==> src/rtl/if_fetch_queue_if.sv <==
// Fetch-queue bundle: instruction-memory read port, redirect input, decode handshake
// and occupancy/perf observation. master = fetch stage, slave = its environment.
interface if_fetch_queue_if #(
  parameter int QUEUE_DEPTH = 4
) ();
  localparam int CW = $clog2(QUEUE_DEPTH) + 1;

  logic          fetch_en;
  logic [31:0]   imem_addr;
  logic [31:0]   imem_rdata;
  logic          redirect_valid;
  logic [31:0]   redirect_pc;
  logic          dec_valid;
  logic          dec_ready;
  logic [31:0]   dec_instr;
  logic [31:0]   dec_pc;
  logic [CW-1:0] q_count;
  logic [31:0]   perf_fetch_cnt;
  logic [31:0]   perf_stall_cnt;

  modport master (
    input  fetch_en, imem_rdata, redirect_valid, redirect_pc, dec_ready,
    output imem_addr, dec_valid, dec_instr, dec_pc, q_count,
           perf_fetch_cnt, perf_stall_cnt
  );

  modport slave (
    output fetch_en, imem_rdata, redirect_valid, redirect_pc, dec_ready,
    input  imem_addr, dec_valid, dec_instr, dec_pc, q_count,
           perf_fetch_cnt, perf_stall_cnt
  );
endinterface

==> src/rtl/if_fetch_queue.sv <==
// Instruction fetch stage: owns the PC, captures {pc, instr} into a prefetch queue and
// feeds decode. Optional perf counters are built when IF_FETCH_PERF_EN is defined.
module if_fetch_queue #(
  parameter logic [31:0] RESET_PC    = 32'h0000_0000,
  parameter int          QUEUE_DEPTH = 4,
  parameter logic [31:0] PC_STEP     = 32'd4
) (
  input  logic             clk,
  input  logic             rst,
  if_fetch_queue_if.master bus
);
  localparam int            PW       = $clog2(QUEUE_DEPTH);
  localparam int            CW       = PW + 1;
  localparam logic [CW-1:0] FULL_CNT = CW'(QUEUE_DEPTH);

  typedef enum logic {
    ST_RUN   = 1'b0,
    ST_FLUSH = 1'b1
  } state_e;

  state_e                       state_q, state_d;
  logic                         dec_valid_q, dec_valid_d;
  logic [31:0]                  pc_q, pc_d;
  logic [PW-1:0]                wr_ptr_q, wr_ptr_d;
  logic [PW-1:0]                rd_ptr_q, rd_ptr_d;
  logic [CW-1:0]                count_q, count_d;
  logic [QUEUE_DEPTH-1:0][31:0] pc_mem_q, pc_mem_d;
  logic [QUEUE_DEPTH-1:0][31:0] ins_mem_q, ins_mem_d;
  logic                         full, pop, push;

  // A redirect voids any handshake in the same cycle, so it gates both pop and push.
  always_comb begin
    full = (count_q == FULL_CNT);
    pop  = dec_valid_q & bus.dec_ready & ~bus.redirect_valid;
    push = bus.fetch_en & (~full | pop) & ~bus.redirect_valid;
  end

  always_comb begin
    state_d   = ST_RUN;
    pc_d      = pc_q;
    wr_ptr_d  = wr_ptr_q;
    rd_ptr_d  = rd_ptr_q;
    count_d   = count_q;
    pc_mem_d  = pc_mem_q;
    ins_mem_d = ins_mem_q;
    if (bus.redirect_valid) begin
      state_d  = ST_FLUSH;
      pc_d     = {bus.redirect_pc[31:2], 2'b00};
      wr_ptr_d = '0;
      rd_ptr_d = '0;
      count_d  = '0;
    end else begin
      if (push) begin
        pc_mem_d[wr_ptr_q]  = pc_q;
        ins_mem_d[wr_ptr_q] = bus.imem_rdata;
        wr_ptr_d            = wr_ptr_q + 1'b1;
        pc_d                = pc_q + PC_STEP;
      end
      if (pop) rd_ptr_d = rd_ptr_q + 1'b1;
      case ({push, pop})
        2'b10:   count_d = count_q + 1'b1;
        2'b01:   count_d = count_q - 1'b1;
        default: count_d = count_q;
      endcase
    end
    dec_valid_d = (state_d == ST_RUN) && (count_d != '0);
  end

  // Control FSM: FLUSH lasts exactly the cycle after a redirect and holds dec_valid low.
  always_ff @(posedge clk or posedge rst) begin
    if (rst) begin
      state_q     <= ST_RUN;
      dec_valid_q <= 1'b0;
    end else begin
      state_q     <= state_d;
      dec_valid_q <= dec_valid_d;
    end
  end

  always_ff @(posedge clk or posedge rst) begin
    if (rst) begin
      pc_q      <= RESET_PC;
      wr_ptr_q  <= '0;
      rd_ptr_q  <= '0;
      count_q   <= '0;
      pc_mem_q  <= '0;
      ins_mem_q <= '0;
    end else begin
      pc_q      <= pc_d;
      wr_ptr_q  <= wr_ptr_d;
      rd_ptr_q  <= rd_ptr_d;
      count_q   <= count_d;
      pc_mem_q  <= pc_mem_d;
      ins_mem_q <= ins_mem_d;
    end
  end

  // Head is read from storage flops only; imem_rdata never reaches decode directly.
  assign bus.imem_addr = pc_q;
  assign bus.dec_valid = dec_valid_q;
  assign bus.dec_instr = ins_mem_q[rd_ptr_q];
  assign bus.dec_pc    = pc_mem_q[rd_ptr_q];
  assign bus.q_count   = count_q;

`ifdef IF_FETCH_PERF_EN
  logic [31:0] perf_fetch_q, perf_fetch_d;
  logic [31:0] perf_stall_q, perf_stall_d;
  logic        stall;

  always_comb begin
    stall        = bus.fetch_en & full & ~pop;
    perf_fetch_d = perf_fetch_q;
    perf_stall_d = perf_stall_q;
    if (push  && (perf_fetch_q != '1)) perf_fetch_d = perf_fetch_q + 32'd1;
    if (stall && (perf_stall_q != '1)) perf_stall_d = perf_stall_q + 32'd1;
  end

  always_ff @(posedge clk or posedge rst) begin
    if (rst) begin
      perf_fetch_q <= '0;
      perf_stall_q <= '0;
    end else begin
      perf_fetch_q <= perf_fetch_d;
      perf_stall_q <= perf_stall_d;
    end
  end

  assign bus.perf_fetch_cnt = perf_fetch_q;
  assign bus.perf_stall_cnt = perf_stall_q;
`else
  assign bus.perf_fetch_cnt = 32'd0;
  assign bus.perf_stall_cnt = 32'd0;
`endif
endmodule
==> src/flat_wrapper.sv <==
// flat-port wrapper written by rule: the top's interface ports become plain ports
module if_fetch_queue_flat 
#(
  parameter logic [31:0] RESET_PC    = 32'h0000_0000,
  parameter int          QUEUE_DEPTH = 4,
  parameter logic [31:0] PC_STEP     = 32'd4
)
  (clk, rst, bus_fetch_en, bus_imem_rdata, bus_redirect_valid, bus_redirect_pc, bus_dec_ready, bus_imem_addr, bus_dec_valid, bus_dec_instr, bus_dec_pc, bus_q_count, bus_perf_fetch_cnt, bus_perf_stall_cnt);
  if_fetch_queue_if #(.QUEUE_DEPTH(QUEUE_DEPTH)) bus_i ();
  input  logic clk;
  input  logic rst;
  input wire logic [$bits(bus_i.fetch_en)-1:0] bus_fetch_en;
  input wire logic [$bits(bus_i.imem_rdata)-1:0] bus_imem_rdata;
  input wire logic [$bits(bus_i.redirect_valid)-1:0] bus_redirect_valid;
  input wire logic [$bits(bus_i.redirect_pc)-1:0] bus_redirect_pc;
  input wire logic [$bits(bus_i.dec_ready)-1:0] bus_dec_ready;
  output wire logic [$bits(bus_i.imem_addr)-1:0] bus_imem_addr;
  output wire logic [$bits(bus_i.dec_valid)-1:0] bus_dec_valid;
  output wire logic [$bits(bus_i.dec_instr)-1:0] bus_dec_instr;
  output wire logic [$bits(bus_i.dec_pc)-1:0] bus_dec_pc;
  output wire logic [$bits(bus_i.q_count)-1:0] bus_q_count;
  output wire logic [$bits(bus_i.perf_fetch_cnt)-1:0] bus_perf_fetch_cnt;
  output wire logic [$bits(bus_i.perf_stall_cnt)-1:0] bus_perf_stall_cnt;
  assign bus_i.fetch_en = bus_fetch_en;
  assign bus_i.imem_rdata = bus_imem_rdata;
  assign bus_i.redirect_valid = bus_redirect_valid;
  assign bus_i.redirect_pc = bus_redirect_pc;
  assign bus_i.dec_ready = bus_dec_ready;
  assign bus_imem_addr = bus_i.imem_addr;
  assign bus_dec_valid = bus_i.dec_valid;
  assign bus_dec_instr = bus_i.dec_instr;
  assign bus_dec_pc = bus_i.dec_pc;
  assign bus_q_count = bus_i.q_count;
  assign bus_perf_fetch_cnt = bus_i.perf_fetch_cnt;
  assign bus_perf_stall_cnt = bus_i.perf_stall_cnt;
  if_fetch_queue #(.RESET_PC(RESET_PC), .QUEUE_DEPTH(QUEUE_DEPTH), .PC_STEP(PC_STEP)) u_core (.clk(clk), .rst(rst), .bus(bus_i));
endmodule
==> config.mk <==
export PLATFORM = sky130hd
export DESIGN_NAME = if_fetch_queue_flat
export DESIGN_NICKNAME = d
export VERILOG_FILES = /design/src/rtl/if_fetch_queue_if.sv /design/src/rtl/if_fetch_queue.sv /design/src/flat_wrapper.sv
export SDC_FILE = /design/constraint.sdc
export NUM_CORES = 1
export LEC_CHECK = 0
export ABC_AREA = 1
export CAP_MARGIN = 10
export CORE_ASPECT_RATIO = 0.75
export CORE_MARGIN = 2
export CORE_UTILIZATION = 35
export DETAILED_ROUTE_END_ITERATION = 12
export PLACE_DENSITY_LB_ADDON = 0.25
export SLEW_MARGIN = 25
export SYNTH_ARGS = -nofsm -noshare
export SYNTH_HDL_FRONTEND = slang
export SYNTH_SLANG_ARGS = --single-unit
export TNS_END_PERCENT = 1
==> constraint.sdc <==
create_clock -name clk -period 28.6 [get_ports clk]
set_clock_uncertainty 0.2 [all_clocks]
set_input_delay 5.72 -clock clk [delete_from_list [all_inputs] [get_ports clk]]
set_output_delay 5.72 -clock clk [all_outputs]
set_load 0.1 [all_outputs]
## Word level (Yosys, flattened, before mapping)

Cells that the tools add are included.

| operators by class | value |
|---|---|
| add/subtract/negate cells | 5 |
| $lt $le $gt $ge | 3 |
| equality and inequality tests | 3 |
| mux-type cells | 17 |
| bitwise gates (word level) | 8 |
| reductions and logical operators | 6 |

Operators by type and width:

| cell | count |
|---|---|
| $bwmux W128 | 2 |
| $mux W32 | 5 |
| $bmux W32 S2 | 2 |
| $demux W32 S2 | 1 |
| $add A32 B3 Y32 const B | 1 |
| $mux W2 | 4 |
| $lt A2 B3 Y1 const B | 2 |
| $pmux W3 S2 | 1 |
| $add A2 B1 Y2 const B | 2 |
| $and A1 B1 Y1 | 4 |
| $reduce_bool A2 Y1 | 2 |
| $add A3 B1 Y3 const B | 1 |
| $eq A3 B3 Y1 const B | 1 |
| $mux W3 | 1 |
| $not A1 Y1 | 3 |
| $reduce_bool A3 Y1 | 1 |
| $sub A3 B1 Y3 const B | 1 |
| $eq A2 B1 Y1 const B | 1 |
| $eq A2 B2 Y1 const B | 1 |
| $ge A2 B1 Y1 const B | 1 |
| $logic_and A1 B1 Y1 | 2 |
| $reduce_and A2 Y1 | 1 |
| $mux W1 | 1 |
| $or A1 B1 Y1 | 1 |

| word-level totals | value |
|---|---|
| flip-flop bits (word level) | 296 |
| input port bits | 69 |
| output and inout port bits | 164 |
| logic and storage cells | 55 |

## Logic depth before layout (Yosys ltp)

Gate-level depths: netlist of the first run.

| depth | value |
|---|---|
| depth in word-level cells | 10 |
| mapped depth | 18 |
| depth with buffers taken out | 15 |

## Worst setup path before layout of the first run

Ideal clock, no wire load.

| timing | value |
|---|---|
| path kind | flip-flop to output port |
| start | reg u_core.rd_ptr_q[0] |
| end | out bus_dec_instr[0] |
| arrival time | 2.653 ns |
| data required time | 22.680 ns |
| slack | 20.027 ns |
| stages on the path, launching flop included | 7 |
| cell sequence | dfrtp_1 > buf_2 > clkinv_1 > clkbuf_1 > clkbuf_1 > nor2_1 > o22ai_1 |

| between the ends | value |
|---|---|
| cells in the longest elaborated chain, start to end | 2 |

Ends and longest elaborated chain:

| what | line | RTL |
|---|---|---|
| start, declared | if_fetch_queue.sv:25 | `logic [PW-1:0] rd_ptr_q, rd_ptr_d;` |
| start signal, assigned | if_fetch_queue.sv:91 | `rd_ptr_q <= rd_ptr_d;` |
| $bmux W32 S2 | if_fetch_queue.sv:101 | `assign bus.dec_instr = ins_mem_q[rd_ptr_q];` |
| $mux W32 (not written as such) | if_fetch_queue.sv:101 |  |
| end, declared | flat_wrapper.sv:19 | `output wire logic [$bits(bus_i.dec_instr)-1:0] bus_dec_instr;` |

No other way between the ends. The select of a mux whose other input is x is not followed.

## Worst setup path after layout of the first run

| timing | value |
|---|---|
| start | reg u_core.rd_ptr_q[0] |
| end | out bus_dec_pc[27] |

| between the ends | value |
|---|---|
| cells in the longest elaborated chain, start to end | 2 |

Ends and longest elaborated chain:

| what | line | RTL |
|---|---|---|
| $bmux W32 S2 | if_fetch_queue.sv:102 | `assign bus.dec_pc = pc_mem_q[rd_ptr_q];` |
| $mux W32 (not written as such) | if_fetch_queue.sv:102 |  |
| end, declared | flat_wrapper.sv:20 | `output wire logic [$bits(bus_i.dec_pc)-1:0] bus_dec_pc;` |

No other way between the ends. The select of a mux whose other input is x is not followed.

==> results of run 1 <==
## power by group through the flow
stage	combinational [uW]	clock, uW	sequential [uW]
after global placement	610	0	584
after floorplan	460	0	603
after global routing	658	459	596
after CTS	617	443	582
after detailed placement	616	0	588
final	613	433	583
## cell type report
cell class | instances | area, um2
fill | 4115 | 23700
sequential | 286 | 7160
multi-input combinational | 1417 | 6220
timing repair buffer | 181 | 1780
clock buffer | 38 | 842
tap | 528 | 661
clock inverter | 20 | 259
inverter | 52 | 204
antenna | 2 | 5.00
## through the flow
step	hold slack, ps	utilization, %
after floorplan	237	-
after global placement	248	39.2
after detailed placement	253	39.2
after CTS	269	41.9
after global routing	277	41.9
final	264	41.9
## state kept, by name (all words and copies together) (netlist names)
signal / cells
u_core.pc_mem_q: 120
u_core.bus.q_count: 3
u_core.bus.dec_valid: 1
u_core.wr_ptr_q: 2
u_core.bus.imem_addr: 30
u_core.ins_mem_q: 128
u_core.rd_ptr_q: 2
## worst max-delay path, stage by stage, from the launching register on
cell	delay, ps
dfrtp_4	740
clkinv_2	590
buf_4	800
o21ai_0	200
o22ai_1	350
clkdlybuf4s50_1	1220
## cell families (layout without fill, tap and decap cells)
group                    after synthesis  after routing  share of synthesized area [%]
XOR/XNOR                              12             12                          0.723
adder cells (fa/ha/maj)                7              7                          0.654
other                                  1             70                         0.0258
AND/OR/NAND/NOR                     1093           1093                           30.7
flip-flops                           286            286                           49.2
buffers and inverters                266            291                           9.85
AO/OA/AOI/OAI                        237            237                           8.78
## cells in the mapped netlist, drive strengths merged
| library cell | count | area, um2 |
|---|---|---|
| nor2 | 176 | 668 |
| xnor2 | 7 | 61.3 |
| inv | 49 | 184 |
| xor2 | 5 | 43.8 |
| clkbuf | 79 | 297 |
| nand2 | 658 | 2490 |
| buf | 135 | 941 |
| clkinv | 3 | 11.3 |
| dfrtp | 286 | 7160 |
| fa | 1 | 20.0 |
| o21bai | 2 | 15.0 |
| nor3 | 2 | 10.0 |
| and2 | 1 | 6.26 |
| ha | 6 | 75.1 |
| o21a | 1 | 7.51 |
| o21ai | 170 | 851 |
| nand3 | 250 | 1250 |
| o22ai | 62 | 388 |
| conb | 1 | 3.75 |
| o211ai | 2 | 15.0 |
| nand3b | 6 | 45.0 |
## routing by layer
metal	share of wire (%)	vias up	track usage [%]
met5	0.029	-	0
met4	1.8	2	4.25
met3	6.8	60	3.29
met2	45	417	31.8
met1	47	6188	30.3
li1	-	6140	-
## how the worst max path moves through the flow
| stage | slack [ps] | to | cells past startpoint |
|---|---|---|---|
| floorplan | 14790 | u_core.bus.dec_valid$_DFF_PP0_ | 1 |
| global placement | 17760 | u_core.pc_mem_q[101]$_DFFE_PP0P_ | 13 |
| detailed placement | 17670 | u_core.pc_mem_q[116]$_DFFE_PP0P_ | 13 |
| CTS | 18090 | bus_dec_pc[26] | 5 |
| global route | 17880 | u_core.pc_mem_q[116]$_DFFE_PP0P_ | 13 |
| finish | 18100 | bus_dec_pc[27] | 5 |
==> reports/results.txt, run 1 <==
Mapped Cells -> 1902
Post-route DRC violation count -> 0
Layout area overhead -> 17.8%
Final WS setup -> 18100 ps
Drt wl/cell -> 17.7 um
Commonest non-fill, non-tap cell in the layout -> nand2_1
Flop2flop setup slack -> 24060 ps
Post-CTS Setup Bufs -> 0
Crit. End Element -> primary output
Core Box Area -> 40800 um2
Rows -> 64
Comb pwr share -> 37.6%
Pleak -> 0.00854 uW
Fraction of power spent switching nets -> 43.8%
RSZ-0062 raised after global routing -> false
Slew @ Worst Pin -> 1090 ps
Crit path time final -> 10500 ps
Setup_tns -> 0 ps
TritonRoute pass-1 iters -> 6
Antenna Nets Post-Route -> 0
Crit path max fanout -> 81
Peak Freq -> 95.3 MHz
CP Data Arrival Time -> 4580 ps
CTS buffer count -> 31
Pint -> 915 uW
Post-synthesis sequential area ratio -> 49.2%
Inst Count DP -> 2463
Pre-CTS setup slack -> 17670 ps
Worst-case clock buffer depth -> 3
Status -> finished, final reports clean
Worst path required time -> 22680 ps
Dpl hpwl -> 25400 um
# hold bufs at CTS -> 0
Final setup vio count -> 0
Vias per cell -> 5.07
Share of cells above drive strength 1 -> 4.56%
Hold Crit Endpoint -> u_core.ins_mem_q[76]$_DFFE_PP0P_
Tot Pwr -> 1630 uW
Vias in the first global route -> 12100
First-pass GRT wire length -> 70100 um
Initial antenna violation count -> 3
Sink Count -> 286
Slew Limit Fails -> 0
Post-CTS sizing -> 0
Clock Latency Late Sink -> 570 ps
Max_cap viols -> 0
Mapped cell area -> 14500 um2
Setup CP Type -> reg2out
Port bufs -> 162
R2R Path End -> u_core.pc_mem_q[116]$_DFFE_PP0P_
Final period util -> 36.7%
Die height -> 181 um
Critical path startpoint category -> flip-flop
CTS tree -> yes
Nets -> 2045
Worst Hold Launch -> u_core.ins_mem_q[76]$_DFFE_PP0P_
Drt total wl -> 44600 um
Die ar. -> 43200 um2
DR vias -> 12800
Placed Area -> 16000 um2
Clock share of power -> 26.6%
Pwr dens -> 95.1 nW/um2
Initial Utilization -> 35.6%
Worst rel slew slack -> 27.0%
Most frequent cells in the layout -> 652 x nand2_1, 284 x dfrtp_1, 250 x nand3_1
Clock transition at path regs -> 60 ps
Root Buffer Master -> clkbuf_16
Global route overflow -> 0
Sequential Power Share -> 35.8%
Final hold vios -> 0
Hold Path Stages -> 2
Largest net degree at the start of global routing -> 95
GP Congestion -> 0.858
Gr usage total -> 20.6%
Post-layout instance area -> 17100 um2
Switching power -> 714 uW
1st-iter DRT viols -> 1123
FF+latch count, synth -> 286
Yosys cell types -> 29
Num ports -> 233
Htree depth -> 1
Mean Syn Cell Area -> 7.64 um2
Post-route non-filler standard cell count -> 2524
Reg2reg start -> u_core.bus.dec_valid$_DFF_PP0_
Max IR drop VDD -> 0.0534 mV
Tightest Hold Check Type -> reg2reg
Chip width -> 239 um
Yosys warnings -> 0
Crit. Startpoint -> u_core.rd_ptr_q[0]$_DFFE_PP0P_
FF-to-FF path depth -> 12
Power figures use the tool's default switching activity.
==> run 2: changes to the inputs <==
Clock period 28.6 ns to 9.1 ns, I/O delays scaled along.
==> run 2 against run 1 <==
Against the previous run:
- power rose to 3.1 times the previous value
- core utilization barely moved
- final cell count fell by 0.12%
- worst setup slack got worse by 15000 ps
- clock power rose to 3.2 times the previous value
- design area barely moved
- global-route usage rose by 0.052 points
- critical path type unchanged
- critical endpoint is now bus_dec_instr[6]
- largest cell class unchanged
==> reports/results.txt, run 2 (synthesized netlist as in run 1, its figures left out) <==
Post-route DRC violation count -> 0 (unchanged)
Dpl hpwl -> 25600 um (was 25400 um)
Drt wl/cell -> 17.7 um (about the same)
Flop2flop setup slack -> 5740 ps (was 24060 ps)
Setup_tns -> 0 ps (unchanged)
Inst Count DP -> 2463 (unchanged)
CTS buffer count -> 31 (unchanged)
Critical Path Max Stage Delay -> 1190 ps (was 1220 ps)
Slew @ Worst Pin -> 1070 ps (was 1090 ps)
Root Buffer Master -> clkbuf_16 (unchanged)
CTS tree -> yes (unchanged)
Initial antenna violation count -> 1 (was 3)
Reg with most FFs -> u_core.ins_mem_q (unchanged)
GP Congestion -> 0.852 (was 0.858)
Layout area overhead -> 17.9% (was 17.8%)
Crit. End Element -> primary output (unchanged)
Max IR drop VDD -> 0.153 mV (was 0.0534 mV)
Slew Limit Fails -> 0 (unchanged)
Antenna Nets Post-Route -> 0 (unchanged)
Setup CP Type -> reg2out (unchanged)
Clock transition at path regs -> 70 ps (was 60 ps)
Die ar. -> 43200 um2 (unchanged)
Chip width -> 239 um (unchanged)
Global route overflow -> 0 (unchanged)
Final period util -> 70.5%
Core Box Area -> 40800 um2 (unchanged)
Crit path max fanout -> 69 (was 81)
Sink Count -> 286 (unchanged)
Num ports -> 233 (unchanged)
Vias in the first global route -> 12200 (was 12100)
Share of cells above drive strength 1 -> 4.52% (was 4.56%)
1st-iter DRT viols -> 1171 (was 1123)
Number of flip-flops in the largest register -> 128 (unchanged)
# hold bufs at CTS -> 0 (unchanged)
First-pass GRT wire length -> 71100 um (was 70100 um)
Final hold vios -> 0 (unchanged)
Pwr dens -> 299 nW/um2 (was 95.1 nW/um2)
TritonRoute pass-1 iters -> 7 (was 6)
Htree depth -> 1 (unchanged)
Post-CTS Setup Bufs -> 0 (unchanged)
Drt total wl -> 44600 um (about the same)
Peak Freq -> 156 MHz
Final WS setup -> 2680 ps (was 18100 ps)
Worst hold slack -> 264 ps (about the same)
DR vias -> 12800 (about the same)
Port bufs -> 162 (unchanged)
Nets -> 2045 (unchanged)
Post-route non-filler standard cell count -> 2521 (was 2524)
Final setup vio count -> 0 (unchanged)
RSZ-0062 raised after global routing -> false (unchanged)
Pre-CTS setup slack -> 3240 ps (was 17670 ps)
Pleak -> 0.00853 uW (was 0.00854 uW)
Gr usage total -> 20.6% (about the same)
Most frequent cells in the layout -> 652 x nand2_1, 284 x dfrtp_1, 250 x nand3_1 (unchanged)
Crit path time final -> 6420 ps
Max_cap viols -> 0 (unchanged)
CP Cell Sequence -> clkinv_2 > buf_4 > o21ai_0 > o22ai_1 > clkdlybuf4s50_1 (unchanged)
Post-CTS sizing -> 0 (unchanged)
Initial Utilization -> 35.6% (unchanged)
Vias per cell -> 5.06 (was 5.07)
Slowest CP cell -> clkdlybuf4s50_1 (unchanged)
Worst-case clock buffer depth -> 3 (unchanged)
Die height -> 181 um (unchanged)
Clock Latency Late Sink -> 570 ps (about the same)
Critical path startpoint category -> flip-flop (unchanged)
CP Data Arrival Time -> 4400 ps (was 4580 ps)
Status -> finished, final reports clean (unchanged)
Largest net degree at the start of global routing -> 175 (was 95)
Rows -> 64 (unchanged)
Worst rel slew slack -> 28.4% (was 27.0%)
Tightest Hold Check Type -> reg2reg (unchanged)
Commonest non-fill, non-tap cell in the layout -> nand2_1 (unchanged)
Worst path required time -> 7080 ps (was 22680 ps)
run 2: area by class of cell:
| type | instances | area [um2] |
|---|---|---|
| Clock buffer | 38 | 852 |
| Timing Repair Buffer | 181 | 1800 |
| Multi-Input combinational cell | 1417 | 6220 |
| Sequential cell | 286 | 7160 |
| Antenna cell | 1 | 2.50 |
| Inverter | 52 | 200 |
| Fill cell | 4108 | 23700 |
| Tap cell | 528 | 661 |
| Clock inverter | 18 | 248 |
run 2: through the flow:
| step | util (%) | total power [uW] | instance area, um2 |
|---|---|---|---|
| after global routing | 42.0 | 5410 | 17100 |
| after floorplan | - | 3340 | 14800 |
| after detailed placement | 39.2 | 3780 | 16000 |
| after CTS | 41.9 | 5170 | 17100 |
| after global placement | 39.2 | 3750 | 16000 |
| final | 42.0 | 5130 | 17100 |
run 2: worst max-delay path: cells and delay by family (launching register included):
family                 cells  cell delay (ps)
AOI/OAI and AO/OA          2              410
buffers and inverters      3             2650
DFF                        1              700
run 2: worst paths after layout:
| check | start | cells past startpoint | to |
|---|---|---|---|
| max | u_core.rd_ptr_q[0]$_DFFE_PP0P_ | 5 | bus_dec_instr[6] |
| min | u_core.ins_mem_q[62]$_DFFE_PP0P_ | 2 | u_core.ins_mem_q[62]$_DFFE_PP0P_ |
| max reg2reg | u_core.bus.dec_valid$_DFF_PP0_ | 10 | u_core.ins_mem_q[38]$_DFFE_PP0P_ |
| min reg2reg | u_core.ins_mem_q[62]$_DFFE_PP0P_ | 2 | u_core.ins_mem_q[62]$_DFFE_PP0P_ |
| max in group asynchronous | rst | 5 | u_core.rd_ptr_q[0]$_DFFE_PP0P_ |
| min in group asynchronous | rst | 3 | u_core.ins_mem_q[99]$_DFFE_PP0P_ |
run 2: power breakdown:
part	leakage, uW	switching (uW)	internal (uW)
logic	0.00431	1480	446
clock network	0.000541	538	831
registers	0.00369	223	1610
total	0.00853	2250	2880
run 2: metal layers:
layer	GRT usage, %	part of all wire [%]
met1	31.2	47
met2	31.5	45
met3	3.09	6.1
met4	3.23	1.2
met5	0	0
